$ cat config.mk
export PLATFORM = sky130hd
export DESIGN_NAME = parking_meter_gen_flat
export DESIGN_NICKNAME = d
export VERILOG_FILES = /design/src/rtl/parking_meter_gen_if.sv /design/src/rtl/parking_meter_gen.sv /design/src/flat_wrapper.sv
export SDC_FILE = /design/constraint.sdc
export NUM_CORES = 1
export LEC_CHECK = 0
export ABC_AREA = 0
export CORE_MARGIN = 2
export CORE_UTILIZATION = 45
export CTS_BUF_LIST = sky130_fd_sc_hd__clkbuf_8
export CTS_CLUSTER_SIZE = 28
export DETAILED_ROUTE_END_ITERATION = 12
export GPL_TIMING_DRIVEN = 1
export HOLD_SLACK_MARGIN = 0.08
export PLACE_DENSITY = 0.72
export SKIP_LAST_GASP = 1
export SYNTH_ARGS = -nofsm -noshare
export SYNTH_HDL_FRONTEND = slang
export SYNTH_SLANG_ARGS = --single-unit
$ cat constraint.sdc
create_clock -name clk -period 4.6 [get_ports clk]
set_clock_uncertainty 0.05 [all_clocks]
set_input_delay 0.69 -clock clk [delete_from_list [all_inputs] [get_ports clk]]
set_output_delay 0.69 -clock clk [all_outputs]
set_load 0.02 [all_outputs]
$ cat src/rtl/parking_meter_gen_if.sv
// Handshake-free signal bundle for parking_meter_gen: coin/preset inputs and
// display/status outputs. The master side drives inputs; the slave is the meter.
interface parking_meter_gen_if #(
  parameter int unsigned DIGITS = 4
);
  logic [3:0]          coin;
  logic                preset_a;
  logic                preset_b;
  logic [6:0]          seg;
  logic [DIGITS-1:0]   an;
  logic [4*DIGITS-1:0] bcd;
  logic [1:0]          mode;
  logic                busy;

  modport master (
    output coin, preset_a, preset_b,
    input  seg, an, bcd, mode, busy
  );

  modport slave (
    input  coin, preset_a, preset_b,
    output seg, an, bcd, mode, busy
  );
endinterface

$ cat src/rtl/parking_meter_gen.sv
// Countdown parking meter core: coin/preset loading, 1 s decrement, iterative
// binary-to-BCD conversion and multiplexed seven-segment drive.
// Optional: define LEADING_ZERO_BLANK_EN to suppress leading zero digits.
module parking_meter_gen #(
  parameter int unsigned TICKS_PER_SEC = 100,
  parameter int unsigned DIGITS        = 4,
  parameter int unsigned TW            = 14,
  parameter int unsigned LOW_THRESH    = 180,
  parameter int unsigned COIN0         = 60,
  parameter int unsigned COIN1         = 120,
  parameter int unsigned COIN2         = 180,
  parameter int unsigned COIN3         = 300,
  parameter int unsigned PRESET_A      = 16,
  parameter int unsigned PRESET_B      = 150,
  parameter int unsigned SCAN_DIV      = 4
) (
  input  logic               clk,
  input  logic               rst,
  parking_meter_gen_if.slave bus
);

  localparam int unsigned MAX_VAL = 10**DIGITS - 1;
  localparam int unsigned BW      = 4 * DIGITS;
  localparam int unsigned CW      = $clog2(TICKS_PER_SEC);
  localparam int unsigned SW      = (SCAN_DIV > 1) ? $clog2(SCAN_DIV) : 1;
  localparam int unsigned IW      = (DIGITS > 1) ? $clog2(DIGITS) : 1;
  localparam int unsigned NW      = $clog2(TW + 1);

  localparam logic [TW:0]   MAX_EXT   = (TW+1)'(MAX_VAL);
  localparam logic [CW-1:0] TICK_LAST = CW'(TICKS_PER_SEC - 1);
  localparam logic [CW-1:0] TICK_HALF = CW'(TICKS_PER_SEC / 2);

  typedef enum logic [1:0] {
    MODE_EXPIRED = 2'd0,
    MODE_LOW     = 2'd1,
    MODE_OK      = 2'd2
  } mode_t;

  typedef enum logic {
    S_IDLE,
    S_SHIFT
  } bcd_state_t;

  function automatic logic [BW+TW-1:0] dd_step(input logic [BW+TW-1:0] v);
    logic [BW+TW-1:0] r;
    r = v;
    for (int unsigned i = 0; i < DIGITS; i++) begin
      if (r[TW+4*i +: 4] >= 4'd5) r[TW+4*i +: 4] = r[TW+4*i +: 4] + 4'd3;
    end
    return {r[BW+TW-2:0], 1'b0};
  endfunction

  function automatic logic [6:0] seg_decode(input logic [3:0] d);
    logic [6:0] s;
    case (d)
      4'd0:    s = 7'b0000001;
      4'd1:    s = 7'b1001111;
      4'd2:    s = 7'b0010010;
      4'd3:    s = 7'b0000110;
      4'd4:    s = 7'b1001100;
      4'd5:    s = 7'b0100100;
      4'd6:    s = 7'b0100000;
      4'd7:    s = 7'b0001111;
      4'd8:    s = 7'b0000000;
      4'd9:    s = 7'b0000100;
      default: s = 7'b1111111;
    endcase
    return s;
  endfunction

  // ---------------- time keeping ----------------
  logic [TW-1:0] secs, secs_next;
  logic [CW-1:0] tick_cnt, tick_next;
  logic [3:0]    coin_q, coin_edge;
  logic [TW:0]   coin_add, coin_sum;
  logic          tick_wrap;
  mode_t         mode_q, mode_next;

  always_comb begin
    coin_edge = bus.coin & ~coin_q;
    tick_wrap = (tick_cnt == TICK_LAST);
  end

  // Lowest-index edge wins; higher simultaneous edges are dropped.
  always_comb begin
    coin_add = '0;
    if (coin_edge[0])      coin_add = (TW+1)'(COIN0);
    else if (coin_edge[1]) coin_add = (TW+1)'(COIN1);
    else if (coin_edge[2]) coin_add = (TW+1)'(COIN2);
    else if (coin_edge[3]) coin_add = (TW+1)'(COIN3);
    coin_sum = {1'b0, secs} + coin_add;
  end

  always_comb begin
    secs_next = secs;
    tick_next = tick_wrap ? '0 : tick_cnt + CW'(1);
    if (bus.preset_a) begin
      secs_next = TW'(PRESET_A);
      tick_next = '0;
    end else if (bus.preset_b) begin
      secs_next = TW'(PRESET_B);
      tick_next = '0;
    end else if (|coin_edge) begin
      secs_next = (coin_sum > MAX_EXT) ? MAX_EXT[TW-1:0] : coin_sum[TW-1:0];
      tick_next = '0;
    end else if (tick_wrap && (secs != '0)) begin
      secs_next = secs - TW'(1);
    end

    if (secs_next == '0)                   mode_next = MODE_EXPIRED;
    else if (secs_next <= TW'(LOW_THRESH)) mode_next = MODE_LOW;
    else                                   mode_next = MODE_OK;
  end

  always_ff @(posedge clk) begin
    if (rst) begin
      secs     <= '0;
      tick_cnt <= '0;
      coin_q   <= '0;
      mode_q   <= MODE_EXPIRED;
    end else begin
      secs     <= secs_next;
      tick_cnt <= tick_next;
      coin_q   <= bus.coin;
      mode_q   <= mode_next;
    end
  end

  // ---------------- BCD conversion ----------------
  bcd_state_t       state, state_next;
  logic [TW-1:0]    last_conv;
  logic [BW+TW-1:0] work, work_step;
  logic [NW-1:0]    shift_cnt;
  logic [BW-1:0]    bcd_q;
  logic             busy_q;
  logic             start, finish;

  always_comb work_step = dd_step(work);

  always_ff @(posedge clk) begin
    if (rst) state <= S_IDLE;
    else     state <= state_next;
  end

  always_comb begin
    state_next = state;
    start      = 1'b0;
    finish     = 1'b0;
    case (state)
      S_IDLE: begin
        if (secs != last_conv) begin
          start      = 1'b1;
          state_next = S_SHIFT;
        end
      end
      S_SHIFT: begin
        if (shift_cnt == NW'(TW - 1)) begin
          finish     = 1'b1;
          state_next = S_IDLE;
        end
      end
    endcase
  end

  // The final shift writes bcd directly, giving TW+1 cycles from change to result.
  always_ff @(posedge clk) begin
    if (rst) begin
      last_conv <= '0;
      work      <= '0;
      shift_cnt <= '0;
      bcd_q     <= '0;
      busy_q    <= 1'b0;
    end else if (start) begin
      work      <= {{BW{1'b0}}, secs};
      last_conv <= secs;
      shift_cnt <= '0;
      busy_q    <= 1'b1;
    end else if (state == S_SHIFT) begin
      work      <= work_step;
      shift_cnt <= shift_cnt + NW'(1);
      if (finish) begin
        bcd_q  <= work_step[BW+TW-1:TW];
        busy_q <= 1'b0;
      end
    end
  end

  // ---------------- display scan ----------------
  logic [SW-1:0]     scan_cnt;
  logic [IW-1:0]     scan_idx;
  logic [3:0]        digit;
  logic              blank;
  logic [6:0]        seg_q;
  logic [DIGITS-1:0] an_q;

  always_comb begin
    digit = bcd_q[4*scan_idx +: 4];
    case (mode_q)
      MODE_EXPIRED: blank = (tick_cnt >= TICK_HALF);
      MODE_LOW:     blank = secs[0];
      default:      blank = 1'b0;
    endcase
`ifdef LEADING_ZERO_BLANK_EN
    if ((scan_idx != '0) && ((bcd_q >> (4*scan_idx)) == '0)) blank = 1'b1;
`endif
  end

  always_ff @(posedge clk) begin
    if (rst) begin
      scan_cnt <= '0;
      scan_idx <= '0;
      an_q     <= '1;
      seg_q    <= '1;
    end else begin
      if (scan_cnt == SW'(SCAN_DIV - 1)) begin
        scan_cnt <= '0;
        scan_idx <= (scan_idx == IW'(DIGITS - 1)) ? '0 : scan_idx + IW'(1);
      end else begin
        scan_cnt <= scan_cnt + SW'(1);
      end
      an_q  <= blank ? '1 : ~(DIGITS'(1) << scan_idx);
      seg_q <= seg_decode(digit);
    end
  end

  always_comb begin
    bus.seg  = seg_q;
    bus.an   = an_q;
    bus.bcd  = bcd_q;
    bus.mode = mode_q;
    bus.busy = busy_q;
  end

endmodule

$ cat src/flat_wrapper.sv
// flat-port wrapper written by rule: the top's interface ports become plain ports
module parking_meter_gen_flat 
#(
  parameter int unsigned TICKS_PER_SEC = 100,
  parameter int unsigned DIGITS        = 4,
  parameter int unsigned TW            = 14,
  parameter int unsigned LOW_THRESH    = 180,
  parameter int unsigned COIN0         = 60,
  parameter int unsigned COIN1         = 120,
  parameter int unsigned COIN2         = 180,
  parameter int unsigned COIN3         = 300,
  parameter int unsigned PRESET_A      = 16,
  parameter int unsigned PRESET_B      = 150,
  parameter int unsigned SCAN_DIV      = 4
)
  (clk, rst, bus_coin, bus_preset_a, bus_preset_b, bus_seg, bus_an, bus_bcd, bus_mode, bus_busy);
  parking_meter_gen_if #(.DIGITS(DIGITS)) bus_i ();
  input  logic clk;
  input  logic rst;
  input wire logic [$bits(bus_i.coin)-1:0] bus_coin;
  input wire logic [$bits(bus_i.preset_a)-1:0] bus_preset_a;
  input wire logic [$bits(bus_i.preset_b)-1:0] bus_preset_b;
  output wire logic [$bits(bus_i.seg)-1:0] bus_seg;
  output wire logic [$bits(bus_i.an)-1:0] bus_an;
  output wire logic [$bits(bus_i.bcd)-1:0] bus_bcd;
  output wire logic [$bits(bus_i.mode)-1:0] bus_mode;
  output wire logic [$bits(bus_i.busy)-1:0] bus_busy;
  assign bus_i.coin = bus_coin;
  assign bus_i.preset_a = bus_preset_a;
  assign bus_i.preset_b = bus_preset_b;
  assign bus_seg = bus_i.seg;
  assign bus_an = bus_i.an;
  assign bus_bcd = bus_i.bcd;
  assign bus_mode = bus_i.mode;
  assign bus_busy = bus_i.busy;
  parking_meter_gen #(.TICKS_PER_SEC(TICKS_PER_SEC), .DIGITS(DIGITS), .TW(TW), .LOW_THRESH(LOW_THRESH), .COIN0(COIN0), .COIN1(COIN1), .COIN2(COIN2), .COIN3(COIN3), .PRESET_A(PRESET_A), .PRESET_B(PRESET_B), .SCAN_DIV(SCAN_DIV)) u_core (.clk(clk), .rst(rst), .bus(bus_i));
endmodule
* Word-level counts from Yosys, hierarchy flattened
Memories as Yosys holds them, arrays and structs flattened. A register that Yosys moved wholly into a read port is not among the register bits. Cells that the tools add are included.
Operators by class: shifts and indexed selects 2, bitwise operators 5, reduce and logical (&&, ||, !) cells 14, mux-type cells 27, equal/unequal tests 6, $add $sub $neg 10, order comparisons 7
Operators by type and width (count):
- two-way mux 14 bit | 7
- two-way mux 15 bit | 3
- >= comparator 4 x 3 -> 1 bit (second input constant) | 4
- variable part select 16 x 5 -> 4 bit | 1
- adder 14 x 15 -> 15 bit | 1
- > comparator 15 x 14 -> 1 bit (second input constant) | 1
- <= comparator 14 x 8 -> 1 bit (second input constant) | 1
- zero test 14 bit | 1
- != test 14 bit | 1
- nonzero test 14 bit | 1
- subtractor 14 x 1 -> 14 bit (second input constant) | 1
- adder 4 x 2 -> 4 bit (second input constant) | 3
- two-way mux 4 bit | 3
- two-way mux 9 bit | 1
- two-way mux 1 bit | 8
- NOT 4 bit | 2
- OR reduction 2 bit | 4
- OR reduction 8 bit | 1
- adder 7 x 1 -> 7 bit (second input constant) | 1
- == test 7 bit (second input constant) | 1
- >= comparator 7 x 6 -> 1 bit (second input constant) | 1
- adder 2 x 1 -> 2 bit (second input constant) | 2
- adder 4 x 1 -> 4 bit (second input constant) | 1
- AND 4 bit | 1
- other kinds (15) | 20
Word-level totals: memories 1, output and inout port bits 30, bits in read-only memories 112, input port bits 8, flip-flop bits (word level) 101, word-level logic and storage cells 86
Memory list:
- (no name shown) | words 16, bits a word 7, rd ports 1, clocked after memory_dff 1, write ports 0, RTL line parking_meter_gen.sv:55 | case (d)

* Logic depth before layout (Yosys ltp)
word-level depth 14, depth in mapped cells 15, mapped depth without buffers 15

* Worst setup path before layout
OpenSTA, ideal clock, no wires.
path kind input port to flip-flop, from input bus_coin[2], to register u_core.mode_q[0] (netlist: u_core.bus.mode[0]), slack 0.402 ns, data arrival time 4.015 ns, setup time 0.133 ns, data required time 4.417 ns, buffers on the path 1, stages 14, cell sequence nor2b_1 > nor4_4 > inv_1 > clkbuf_1 > ha_1 > nand2_1 > o31a_1 > a21o_1 > a2111oi_2 > nor2_1 > o31ai_1 > a31oi_1 > o41ai_1 > nor3b_1
Between the ends: cells in the longest elaborated chain, start to end 12, elaborated cells between the ends (all ways) 15, those cells by class add/sub (1); order compare (2); mux (8); bitwise (1); reduce/logical (3)
Ends and longest elaborated chain:
- start: declaration | RTL line flat_wrapper.sv:20 | input wire logic [$bits(bus_i.coin)-1:0] bus_coin;
- AND 4 bit * | RTL line parking_meter_gen.sv:80 | coin_edge = bus.coin & ~coin_q;
- two-way mux 15 bit | RTL line parking_meter_gen.sv:89 | else if (coin_edge[2]) coin_add = (TW+1)'(COIN2);
- two-way mux 15 bit | RTL line parking_meter_gen.sv:88 | else if (coin_edge[1]) coin_add = (TW+1)'(COIN1);
- two-way mux 15 bit | RTL line parking_meter_gen.sv:87 | if (coin_edge[0]) coin_add = (TW+1)'(COIN0);
- adder 14 x 15 -> 15 bit | RTL line parking_meter_gen.sv:91 | coin_sum = {1'b0, secs} + coin_add;
- > comparator 15 x 14 -> 1 bit | RTL line parking_meter_gen.sv:104 | secs_next = (coin_sum > MAX_EXT) ? MAX_EXT[TW-1:0] : coin_sum[TW-1:0];
- two-way mux 14 bit | RTL line parking_meter_gen.sv:104
- two-way mux 14 bit * | RTL line parking_meter_gen.sv:103 | end else if (|coin_edge) begin
- two-way mux 14 bit * | RTL line parking_meter_gen.sv:100 | end else if (bus.preset_b) begin
- two-way mux 14 bit * | RTL line parking_meter_gen.sv:97 | if (bus.preset_a) begin
- <= comparator 14 x 8 -> 1 bit or zero test 14 bit (tied branches) | RTL line parking_meter_gen.sv:111, parking_meter_gen.sv:110
- two-way mux 2 bit or OR reduction 2 bit (tied branches)
- end signal: assignment | RTL line parking_meter_gen.sv:125 | mode_q <= mode_next;
- end: declaration | RTL line parking_meter_gen.sv:77 | mode_t mode_q, mode_next;
Mark *: on every way between the ends. The rest lies on a longest branch, timed or not. A chain may end at the register's enable or synchronous reset.

* Worst setup path after layout
from input bus_coin[1], to register u_core.mode_q[0] (netlist: u_core.bus.mode[0])
Between the ends: cells in the longest elaborated chain, start to end 11, elaborated cells between the ends (all ways) 14, those cells by class add/sub (1); order compare (2); mux (7); bitwise (1); reduce/logical (3)
Ends and longest elaborated chain (RTL line):
- AND 4 bit * | parking_meter_gen.sv:80
- two-way mux 15 bit | parking_meter_gen.sv:88
- two-way mux 15 bit | parking_meter_gen.sv:87
- adder 14 x 15 -> 15 bit | parking_meter_gen.sv:91
- > comparator 15 x 14 -> 1 bit | parking_meter_gen.sv:104
- two-way mux 14 bit | parking_meter_gen.sv:104
- two-way mux 14 bit * | parking_meter_gen.sv:103
- two-way mux 14 bit * | parking_meter_gen.sv:100
- two-way mux 14 bit * | parking_meter_gen.sv:97
- <= comparator 14 x 8 -> 1 bit or zero test 14 bit (tied branches) | parking_meter_gen.sv:111, parking_meter_gen.sv:110
- two-way mux 2 bit or OR reduction 2 bit (tied branches)
Marked as above.

==> run summary <==
Register area share after synthesis - 36.5%
Ranking of synthesized cells by area - dfxtp_1 (37%), mux2i_1 (7.8%), nor2_1 (7.2%)
Minimum clock period - 4.34 ns
Design area - 0.00674 mm2
GPL Wtd Cong - 0.867
HPWL after DPL - 10,400 um
Layout cells sized above 1 - 7.28%
Clock latency on the worst-skew pair - 0.38 ns
Area Growth Syn to Fin - 13.8%
Reg clk slew, reported paths - 0.11 ns
Crit start category - primary input
Die area - 0.0141 mm2
Final core utilization - 53.0%
Crit Path Category - primary input to flop
Final Hold Fails - 0
Worst EP arrival - 4.57 ns
Critical Path Max Stage Delay - 0.49 ns
Post-synthesis mux area share - 9.29%
First-pass GRT wire length - 23,600 um
Post-route ant nets - 0
FMAX - 230 MHz
RSZ-0062 raised after global routing - no
Final period utilization - 94.3%
Drt pass-1 iters - 5
Slowest CP cell - clkdlybuf4s50_1
Ys flop type - dfxtp_1
Slew @ Worst Pin - 0.965 ns
Most used cell, CP - nor2_1
P_leak - 2.53 nW
Cell taking the most area after synthesis - dfxtp_1
CTS tree - yes
Post-synthesis net count - 749
Synthesized area per cell - 8.37 um2
Clock Path Buffers - 2
Total GRT Usage - 20.2%
Buffers added on ports - 37
Die height - 119 um
Setup bufs post-CTS - 0
PostCTS Resize Cnt - 0
Post-DR wirelength/cell - 15.5 um
Total wire length - 14,200 um
Normalized max-slew margin - 35.1%
Post-synth ARST share - 0%
CTS HTree Levels - 3
Ports - 38
Yosys top cell area share - 36.5%
Num CTS Buffers - 9
Vias in the first global route - 4,793
Pwr/cell area - 301 mW/mm2
Post-synth EDFFs - 0
XOR/XNOR Fraction of Synth Area - 6.06%
Die X - 119 um
Synth Area in Compound Gates - 15.3%
Crit path max fanout - 4
Cell Chain, Critical Path - clkdlybuf4s50_1, nor2b_1, nor2_1, o21ai_0, inv_1, fa_1, nand2b_1, a21oi_1, o211ai_1, a2111oi_4, nor2_1, o31a_1, or3_1, o221ai_1, nor3b_1
Number of synthesized register bits - 108
Area occupied by registers - 0.00216 mm2
Power Total - 2.03 mW
Hold buffers post-CTS - 0
FILL cells - 1,188
Grt ovf - 0
Cell area after placement - 0.00650 mm2
Area occupied by multi-input gates - 0.00354 mm2
Initial DRC Count - 442
Cell Rows - 41
Pin count of the biggest net entering global routing - 60
Peak supply drop - 0.200 mV
Worst min path class - flop to flop
Cell count after synthesis - 708
Clock root buffer - clkbuf_8
DRC - 0
Setup-failing EPs final - 0
Post-synthesis simple-gate area fraction - 21.6%
YS warnings - 0
Vias - 5,171
Endpoint type of the worst setup path - flop
Initial antenna violation count - 0
Number of max-cap violations - 0
Distinct cell type count of the synthesized netlist - 61
Final nets - 778
Via-to-Cell Ratio - 5.66
Largest family of logic cells by synthesized area - simple AND/OR/NAND/NOR gates
Crit path required time - 4.83 ns
Initial Util - 46.6%
Post-Syn Area - 0.00592 mm2
N_diodes - 0
Clock tree sinks - 108
Synth Area in Adders - 7.10%
Core ar. - 0.0127 mm2
Status - completed
Max-slew violations - 0
## through the flow
step                      cells  TNS [ns]  setup slack [ns]  hold WS [ns]
after global placement      898         0            0.0776         0.363
after global routing        914         0            0.0284         0.420
after detailed placement    898    -0.249            -0.175         0.378
after floorplan             708         0             0.402         0.354
after CTS                   914         0             0.191         0.394
final                       914         0             0.261         0.393
## critical path: cells and delay by family
family	cells	cell delay, ns
fa+ha+maj	1	0.42
compound gates	6	1.57
simple gates	6	1.29
buf+inv	2	0.59
## per-layer routing
metal	track usage (%)	vias up	part of all wire (%)
met2	33.0	156	47
met1	27.2	2455	46
met5	0	-	0
met3	2.85	28	5.1
met4	7.14	0	2.0
li1	-	2532	-
## power breakdown
group	switching [mW]	internal, mW	total (mW)	leakage [nW]
registers	0.0370	0.966	1.00	0.878
logic	0.203	0.150	0.353	1.53
clock network	0.343	0.328	0.671	0.119
total	0.583	1.44	2.03	2.53
## worst paths after layout
| check | slack [ns] | depth (start not counted) | start | end |
|---|---|---|---|---|
| max reg2reg | 0.77 | 14 | u_core.coin_q[1] | u_core.bus.mode[0] |
| min | 0.39 | 1 | u_core.scan_cnt[0] | u_core.scan_cnt[0] |
| max | 0.26 | 15 | bus_coin[1] | u_core.bus.mode[0] |
| min reg2reg | 0.39 | 1 | u_core.scan_cnt[0] | u_core.scan_cnt[0] |
## cell usage after synthesis, types with 25 or more instances
master / number
nor2_1: 113
dfxtp_1: 108
a21oi_1: 59
nand2_1: 56
mux2i_1: 46
ha_1: 32
clkbuf_1: 29
o21ai_0: 28
xnor2_1: 27
inv_1: 25
## cell usage in the layout, fill, tap and decap left out, types with 4 or more instances in the layout
master / synthesis / routed
a211oi_1: 15 / 15
a21oi_1: 59 / 59
buf_4: 0 / 18
clkbuf_8: 0 / 10
clkdlybuf4s50_1: 0 / 36
dfxtp_1: 108 / 107
ha_1: 32 / 32
inv_1: 25 / 25
mux2i_1: 46 / 46
mux4_2: 4 / 4
nand2_1: 56 / 56
nand2b_1: 15 / 15
nand3_1: 15 / 15
nand4_1: 6 / 6
nor2_1: 113 / 113
nor2b_1: 10 / 9
nor3_1: 15 / 14
nor3b_1: 7 / 7
nor4_1: 6 / 6
o211ai_1: 6 / 6
o21ai_0: 28 / 27
or2_2: 5 / 5
or3_1: 5 / 5
xnor2_1: 27 / 27
xor2_1: 14 / 14
## state kept, by name, summed over array words and instances, names as in the netlist
name and count:
u_core.bus.an 4, u_core.bus.bcd 16, u_core.bus.busy 1, u_core.bus.mode 2, u_core.bus.seg 7, u_core.coin_q 4, u_core.last_conv 14, u_core.scan_cnt 2
u_core.scan_idx 2, u_core.secs 14, u_core.shift_cnt 4, u_core.state 1, u_core.tick_cnt 7, u_core.work 30
## cell families (layout without fill, tap and decap cells)
family                   Yosys count  after routing
XOR/XNOR                          41             41
AO/OA/AOI/OAI                    144            144
AND/OR/NAND/NOR                  270            270
multiplexers                      50             50
adder cells (fa/ha/maj)           33             33
buffers and inverters             62             96
flip-flops                       108            108
## area by class of cell
cell class	count	share of cell area (%)
clock buffers	10	2.04
repair buffers	55	7.42
multi-input cells	538	52.5
clock inverters	6	1.39
inverters	25	1.39
flip-flops and latches	108	32.1
well taps	172	3.19
No activity file was read; power rests on OpenSTA's default activity.
